<file path="src/rtl/vga_console_pkg.sv">
// Shared constants, control characters and FSM state type for the 40x30 text console.
package vga_console_pkg;

  localparam int unsigned COLS  = 40;
  localparam int unsigned ROWS  = 30;
  localparam int unsigned CELLS = COLS * ROWS;

  localparam logic [7:0] CH_LF    = 8'h0A;
  localparam logic [7:0] CH_CR    = 8'h0D;
  localparam logic [7:0] CH_BS    = 8'h08;
  localparam logic [7:0] CH_FF    = 8'h0C;
  localparam logic [7:0] CH_SPACE = 8'h20;

  localparam logic [7:0] ATTR_RESET = 8'h0F;

  typedef enum logic [1:0] {
    StIdle,
    StPut,
    StClrLine,
    StClear
  } state_e;

  // Bytes that are written to the screen as glyphs.
  function automatic logic is_printable(input logic [7:0] b);
    return (b >= 8'h20) && (b <= 8'h7E);
  endfunction

endpackage

</file>
<file path="src/rtl/vga_cell_addr.sv">
// Logical (row, col) plus scroll offset to video RAM cell address. Purely combinational,
// so the display-side fetch can reuse it.
module vga_cell_addr
  import vga_console_pkg::*;
#(
  parameter int unsigned AW = 11
) (
  input  logic [4:0]    i_row,
  input  logic [4:0]    i_top_row,
  input  logic [5:0]    i_col,
  output logic [AW-1:0] o_addr
);

  logic [5:0] w_sum;
  logic [4:0] w_phys;

  assign w_sum = {1'b0, i_row} + {1'b0, i_top_row};

  // Physical row wraps modulo ROWS; both inputs are below ROWS so one subtraction suffices.
  always_comb begin
    w_phys = w_sum[4:0];
    if (w_sum >= 6'(ROWS)) begin
      w_phys = 5'(w_sum - 6'(ROWS));
    end
  end

  // phys*40 as phys*32 + phys*8.
  assign o_addr = AW'({w_phys, 5'b0_0000}) + AW'({w_phys, 3'b000}) + AW'(i_col);

endmodule

</file>
<file path="src/rtl/vga_console.sv">
// Character-stream console engine: consumes bytes, tracks the cursor, and issues every
// video RAM write (glyphs, full-screen clear, bottom-line blanking on scroll).
module vga_console
  import vga_console_pkg::*;
#(
  parameter int unsigned AW = 11
) (
  input  logic          i_clk,
  input  logic          i_reset_n,
  input  logic [7:0]    i_in_data,
  input  logic          i_in_valid,
  output logic          o_in_ready,
  input  logic [7:0]    i_attr,
  output logic [AW-1:0] o_vram_waddr,
  output logic [15:0]   o_vram_wdata,
  output logic          o_vram_we,
  output logic [4:0]    o_top_row,
  output logic [5:0]    o_cur_col,
  output logic [4:0]    o_cur_row,
  output logic          o_busy
);

  state_e        r_state,  w_state_nxt;
  logic [7:0]    r_attr,   w_attr_nxt;
  logic [5:0]    r_col,    w_col_nxt;
  logic [4:0]    r_row,    w_row_nxt;
  logic [4:0]    r_top,    w_top_nxt;
  logic [10:0]   r_fill,   w_fill_nxt;
  logic          r_scroll, w_scroll_nxt;
  logic [AW-1:0] r_waddr,  w_waddr_nxt;
  logic [15:0]   r_wdata,  w_wdata_nxt;
  logic          r_we,     w_we_nxt;

  logic [4:0]    w_top_inc;
  logic          w_last_row;
  logic [4:0]    w_addr_top;
  logic [5:0]    w_addr_col;
  logic [AW-1:0] w_cell_addr;

  assign w_top_inc  = (r_top == 5'(ROWS - 1)) ? 5'd0 : r_top + 5'd1;
  assign w_last_row = (r_row == 5'(ROWS - 1));

  // Address source select: the cursor row is always used; the scroll paths need the
  // post-scroll top row (so row ROWS-1 lands on the old top) and the fill column.
  always_comb begin
    w_addr_top = r_top;
    w_addr_col = r_col;
    case (r_state)
      StIdle: begin
        if (i_in_data == CH_LF) begin
          w_addr_top = w_top_inc;
          w_addr_col = 6'd0;
        end
      end
      StPut:     w_addr_col = 6'd0;
      StClrLine: w_addr_col = r_fill[5:0];
      default:   ;
    endcase
  end

  vga_cell_addr #(
    .AW (AW)
  ) u_cell_addr (
    .i_row     (r_row),
    .i_top_row (w_addr_top),
    .i_col     (w_addr_col),
    .o_addr    (w_cell_addr)
  );

  // Next-state, cursor and registered write-port decisions.
  always_comb begin
    w_state_nxt  = r_state;
    w_attr_nxt   = r_attr;
    w_col_nxt    = r_col;
    w_row_nxt    = r_row;
    w_top_nxt    = r_top;
    w_fill_nxt   = r_fill;
    w_scroll_nxt = r_scroll;
    w_waddr_nxt  = r_waddr;
    w_wdata_nxt  = r_wdata;
    w_we_nxt     = 1'b0;

    case (r_state)
      StIdle: begin
        if (i_in_valid) begin
          w_attr_nxt = i_attr;
          if (is_printable(i_in_data)) begin
            w_we_nxt    = 1'b1;
            w_waddr_nxt = w_cell_addr;
            w_wdata_nxt = {i_attr, i_in_data};
            w_state_nxt = StPut;
            if (r_col == 6'(COLS - 1)) begin
              w_col_nxt = 6'd0;
              if (!w_last_row) begin
                w_row_nxt = r_row + 5'd1;
              end else begin
                // Line blanking follows in PUT, after the glyph write.
                w_top_nxt    = w_top_inc;
                w_scroll_nxt = 1'b1;
              end
            end else begin
              w_col_nxt = r_col + 6'd1;
            end
          end else begin
            case (i_in_data)
              CH_LF: begin
                w_col_nxt = 6'd0;
                if (!w_last_row) begin
                  w_row_nxt = r_row + 5'd1;
                end else begin
                  // First blank cell issued now; CLRLINE covers the rest.
                  w_top_nxt   = w_top_inc;
                  w_we_nxt    = 1'b1;
                  w_waddr_nxt = w_cell_addr;
                  w_wdata_nxt = {i_attr, CH_SPACE};
                  w_fill_nxt  = 11'd1;
                  w_state_nxt = StClrLine;
                end
              end
              CH_CR: w_col_nxt = 6'd0;
              CH_BS: begin
                if (r_col != 6'd0) begin
                  w_col_nxt = r_col - 6'd1;
                end
              end
              CH_FF: begin
                w_col_nxt   = 6'd0;
                w_row_nxt   = 5'd0;
                w_top_nxt   = 5'd0;
                w_fill_nxt  = 11'd0;
                w_state_nxt = StClear;
              end
              default: ;
            endcase
          end
        end
      end

      StPut: begin
        w_scroll_nxt = 1'b0;
        if (r_scroll) begin
          w_we_nxt    = 1'b1;
          w_waddr_nxt = w_cell_addr;
          w_wdata_nxt = {r_attr, CH_SPACE};
          w_fill_nxt  = 11'd1;
          w_state_nxt = StClrLine;
        end else begin
          w_state_nxt = StIdle;
        end
      end

      StClrLine: begin
        if (r_fill == 11'(COLS)) begin
          w_state_nxt = StIdle;
        end else begin
          w_we_nxt    = 1'b1;
          w_waddr_nxt = w_cell_addr;
          w_wdata_nxt = {r_attr, CH_SPACE};
          w_fill_nxt  = r_fill + 11'd1;
        end
      end

      StClear: begin
        if (r_fill == 11'(CELLS)) begin
          w_state_nxt = StIdle;
        end else begin
          w_we_nxt    = 1'b1;
          w_waddr_nxt = AW'(r_fill);
          w_wdata_nxt = {r_attr, CH_SPACE};
          w_fill_nxt  = r_fill + 11'd1;
        end
      end

      default: w_state_nxt = StIdle;
    endcase
  end

  // State registers; reset lands in CLEAR so the screen is blanked on release.
  always_ff @(posedge i_clk) begin
    if (!i_reset_n) begin
      r_state  <= StClear;
      r_attr   <= ATTR_RESET;
      r_col    <= 6'd0;
      r_row    <= 5'd0;
      r_top    <= 5'd0;
      r_fill   <= 11'd0;
      r_scroll <= 1'b0;
      r_waddr  <= '0;
      r_wdata  <= 16'd0;
      r_we     <= 1'b0;
    end else begin
      r_state  <= w_state_nxt;
      r_attr   <= w_attr_nxt;
      r_col    <= w_col_nxt;
      r_row    <= w_row_nxt;
      r_top    <= w_top_nxt;
      r_fill   <= w_fill_nxt;
      r_scroll <= w_scroll_nxt;
      r_waddr  <= w_waddr_nxt;
      r_wdata  <= w_wdata_nxt;
      r_we     <= w_we_nxt;
    end
  end

  assign o_in_ready   = (r_state == StIdle);
  assign o_busy       = ~o_in_ready;
  assign o_vram_waddr = r_waddr;
  assign o_vram_wdata = r_wdata;
  assign o_vram_we    = r_we;
  assign o_top_row    = r_top;
  assign o_cur_col    = r_col;
  assign o_cur_row    = r_row;

endmodule

</file>
<file path="config.mk">
export PLATFORM = sky130hd
export DESIGN_NAME = vga_console
export DESIGN_NICKNAME = d
export VERILOG_FILES = /design/src/rtl/vga_console_pkg.sv /design/src/rtl/vga_cell_addr.sv /design/src/rtl/vga_console.sv
export SDC_FILE = /design/constraint.sdc
export NUM_CORES = 1
export LEC_CHECK = 0
export BUFFER_PORTS_ARGS = -buffer_cell sky130_fd_sc_hd__buf_2
export CAP_MARGIN = 5
export CORE_UTILIZATION = 40
export DETAILED_ROUTE_END_ITERATION = 10
export GPL_TIMING_DRIVEN = 0
export PLACE_DENSITY = 0.73
export SLEW_MARGIN = 20
export SYNTH_ARGS = -nofsm -noshare
export SYNTH_HDL_FRONTEND = slang
export SYNTH_SLANG_ARGS = --single-unit
</file>
<file path="constraint.sdc">
create_clock -name i_clk -period 4.6 [get_ports i_clk]
set_input_delay 0.23 -clock i_clk [delete_from_list [all_inputs] [get_ports i_clk]]
set_output_delay 0.23 -clock i_clk [all_outputs]
set_load 0.01 [all_outputs]
</file>
==> run summary <==
Worst path max stage delay: 0.48 ns
Vias: 4037
Storage cell area: 0.00134 mm2
Type of the worst setup path: flip-flop to flip-flop
Leakage power: 2.14 nW
EDFF count, synth: 0
Io pins: 65
Antenna-violating nets left: 0
Final worst path period share: 96.1%
Mapped Cells: 501
Ys flop type: dfxtp_1
Synth area leaders: dfxtp_1, ha_1, nand2_1
Sequential share of the synthesized area: 33.3%
Fmax: 0.226 GHz
P_sw: 0.000300 W
Internal: 0.000855 W
Port Buf Inserts: 62
GP Congestion: 0.915
Vias per cell: 5.58
Clk buf depth: 2
Die ar.: 0.0103 mm2
Max_cap viols: 0
Final hold vios: 0
Worst Hold Class: primary input to flip-flop
Layout cells sized above 1: 25.6%
Net Count, Synth: 547
Clock Root Buffer: clkbuf_8
Routed WL per cell: 15.3 um
Die width: 102 um
H-tree depth: 3
Reg clk slew, reported paths: 0.08 ns
Sink Count: 66
Setup_tns: 0 ns
Crit path max-delay cell type: fa_2
Clock latency on the worst-skew pair: 0.35 ns
Type of origin of the critical path: flip-flop
DRC viols: 0
Number of global-route vias before repair: 3653
CP max FO: 6
First-pass GRT wire length: 17.5 mm
Seq cells post-synth: 66
Slew @ Worst Pin: 0.769 ns
Mapped Area: 0.00397 mm2
Cell Chain, Critical Path: inv_2 > ha_2 > and3_4 > or2_2 > a31oi_4 > ha_4 > buf_4 > nand2b_4 > a21oi_2 > xor2_1 > a21o_1 > mux2_4 > fa_2 > fa_2 > a21o_1 > a21oi_2 > xnor2_1 > nand2_1 > a311oi_1
Post-synth ARST share: 0%
# fillers: 865
Largest net degree at the start of global routing: 14
Core area: 0.00942 mm2
Critical path required time: 4.86 ns
# nets final: 635
Synth area leader: dfxtp_1
Syn. warnings: 0
Final Core Density: 52.5%
Initial Utilization: 42.1%
Num CTS Buffers: 9
GRT overflow: 0
CTS tree: yes
Status: completed
Diodes inserted: 0
Post-synthesis cell type count: 61
Final wirelength: 11.1 mm
Worst EP arrival: 4.68 ns
Slew HR: 48.4%
Sw Ratio: 26.0%
Setup violations, final: 0
Synth Area per Inst: 7.92 um2
Cell Rows: 35
Initial antenna violation count: 0
DRT iter0 DRCs: 418
Crit. End Element: flip-flop
Sequential fraction of design power: 50.3%
Area taken by multi-input logic gates: 0.00262 mm2
Synthesis-to-layout area growth: 24.7%
Share of the synthesized area in the top cell type: 33.3%
Minimum clock period: 4.42 ns
Pwr Density: 233 mW/mm2
Iteration count of the initial detailed-routing pass: 5
Most frequent cells in the layout: nand2_1, buf_2, dfxtp_1
Combinational Power Share: 5.5%
Hold buffers post-CTS: 0
Commonest non-fill, non-tap cell in the layout: nand2_1
Post-DP HPWL: 7.92 mm
Max IR drop VDD: 0.182 mV
Clk pwr share: 44.1%
Final Max Slew Viols: 0
Total track usage: 21.9%
Skew final: 0.00733 ns
DIE HEIGHT: 102 um
==> per-layer routing <==
layer,up-vias,part of all wire (%),GRT usage (%)
met2,175,45,35.4
met1,1859,45,28.9
met4,0,2.1,8.25
li1,1976,-,-
met5,-,0,0
met3,27,7.6,4.14
==> critical path, delay by kind of cell (launching register included) <==
family	cells	cell delay, ns
adder cells (fa/ha/maj)	4	1.25
AO/OA/AOI/OAI	6	1.19
AND/OR/NAND/NOR	4	0.64
flip-flops	1	0.38
XOR/XNOR	2	0.38
multiplexers	1	0.33
buffers and inverters	2	0.18
==> layout make-up <==
cell class                      count  area share, %
Buffer                             27           2.76
Clock buffer                        9           2.50
Clock inverter                      7           1.59
Inverter                           18           1.37
Multi-Input combinational cell    390           52.9
Sequential cell                    66           27.0
Tap cell                          129           3.26
Timing Repair Buffer               77           8.63
==> registers in the layout, summed over array words and instances (netlist names) <==
name          count
o_cur_col         6
o_cur_row         5
o_top_row         5
o_vram_waddr     11
o_vram_wdata     16
o_vram_we         1
r_attr            8
r_fill           11
r_scroll          1
r_state           2
==> power groups by stage <==
stage / Sequential [W] / Combinational, W / Clock (W)
global route: 0.000582 / 0.0000704 / 0.000544
floorplan: 0.000597 / 0.0000336 / 0
CTS: 0.000582 / 0.0000625 / 0.000518
global placement: 0.000596 / 0.0000615 / 0
finish: 0.000581 / 0.0000640 / 0.000509
detailed placement: 0.000597 / 0.0000624 / 0
==> synthesized netlist by cell type, types with 9 or more instances <==
cell type	instances
nand3_1	23
o21ai_0	19
a21oi_1	36
xnor2_1	11
inv_1	17
nor2_1	55
ha_1	24
a31oi_1	9
a311oi_1	16
dfxtp_1	66
nor3_1	9
nand2_1	78
clkbuf_1	17
==> through the flow <==
stage	setup slack [ns]	instance area [um2]	hold slack, ns	total power [W]	std cells
floorplan	0.0315	3980	0.354	0.000631	501
global placement	-0.524	4460	0.440	0.000658	692
detailed placement	-0.700	4460	0.441	0.000659	692
CTS	0.0119	4750	0.0992	0.00116	715
global route	-0.0478	4950	0.107	0.00120	723
finish	0.177	4950	0.112	0.00115	723
==> final timing paths <==
path	startpoint	slack [ns]	cells after the start	endpoint
hold / removal	i_attr[1]	0.11	3	r_attr[1]$_SDFFE_PN1P_
hold reg to reg	o_vram_wdata[6]$_SDFFE_PN0P_	0.45	2	o_vram_wdata[6]$_SDFFE_PN0P_
setup / recovery	o_top_row[1]$_SDFFE_PN0P_	0.18	19	o_vram_waddr[8]$_SDFFE_PN0P_
setup reg to reg	o_top_row[1]$_SDFFE_PN0P_	0.18	19	o_vram_waddr[8]$_SDFFE_PN0P_
==> repair_timing <==
item	CTS	global route
endpoints found under the setup margin	5	5
pin swaps	9	17
resized for setup	14	34
gates cloned	0	0
endpoints found under the hold margin	0	0
buffers inserted	7	8
==> cell families after synthesis <==
| group | share of synthesized area (%) |
|---|---|
| and+or+nand+nor | 25.6 |
| AOI/OAI and AO/OA | 21.4 |
| DFF | 33.3 |
| buffers and inverters | 5.14 |
| adders and majority gates | 9.08 |
| xor gates and xnor gates | 3.31 |
| muxes | 2.14 |
(Power assumes the default switching activity.)
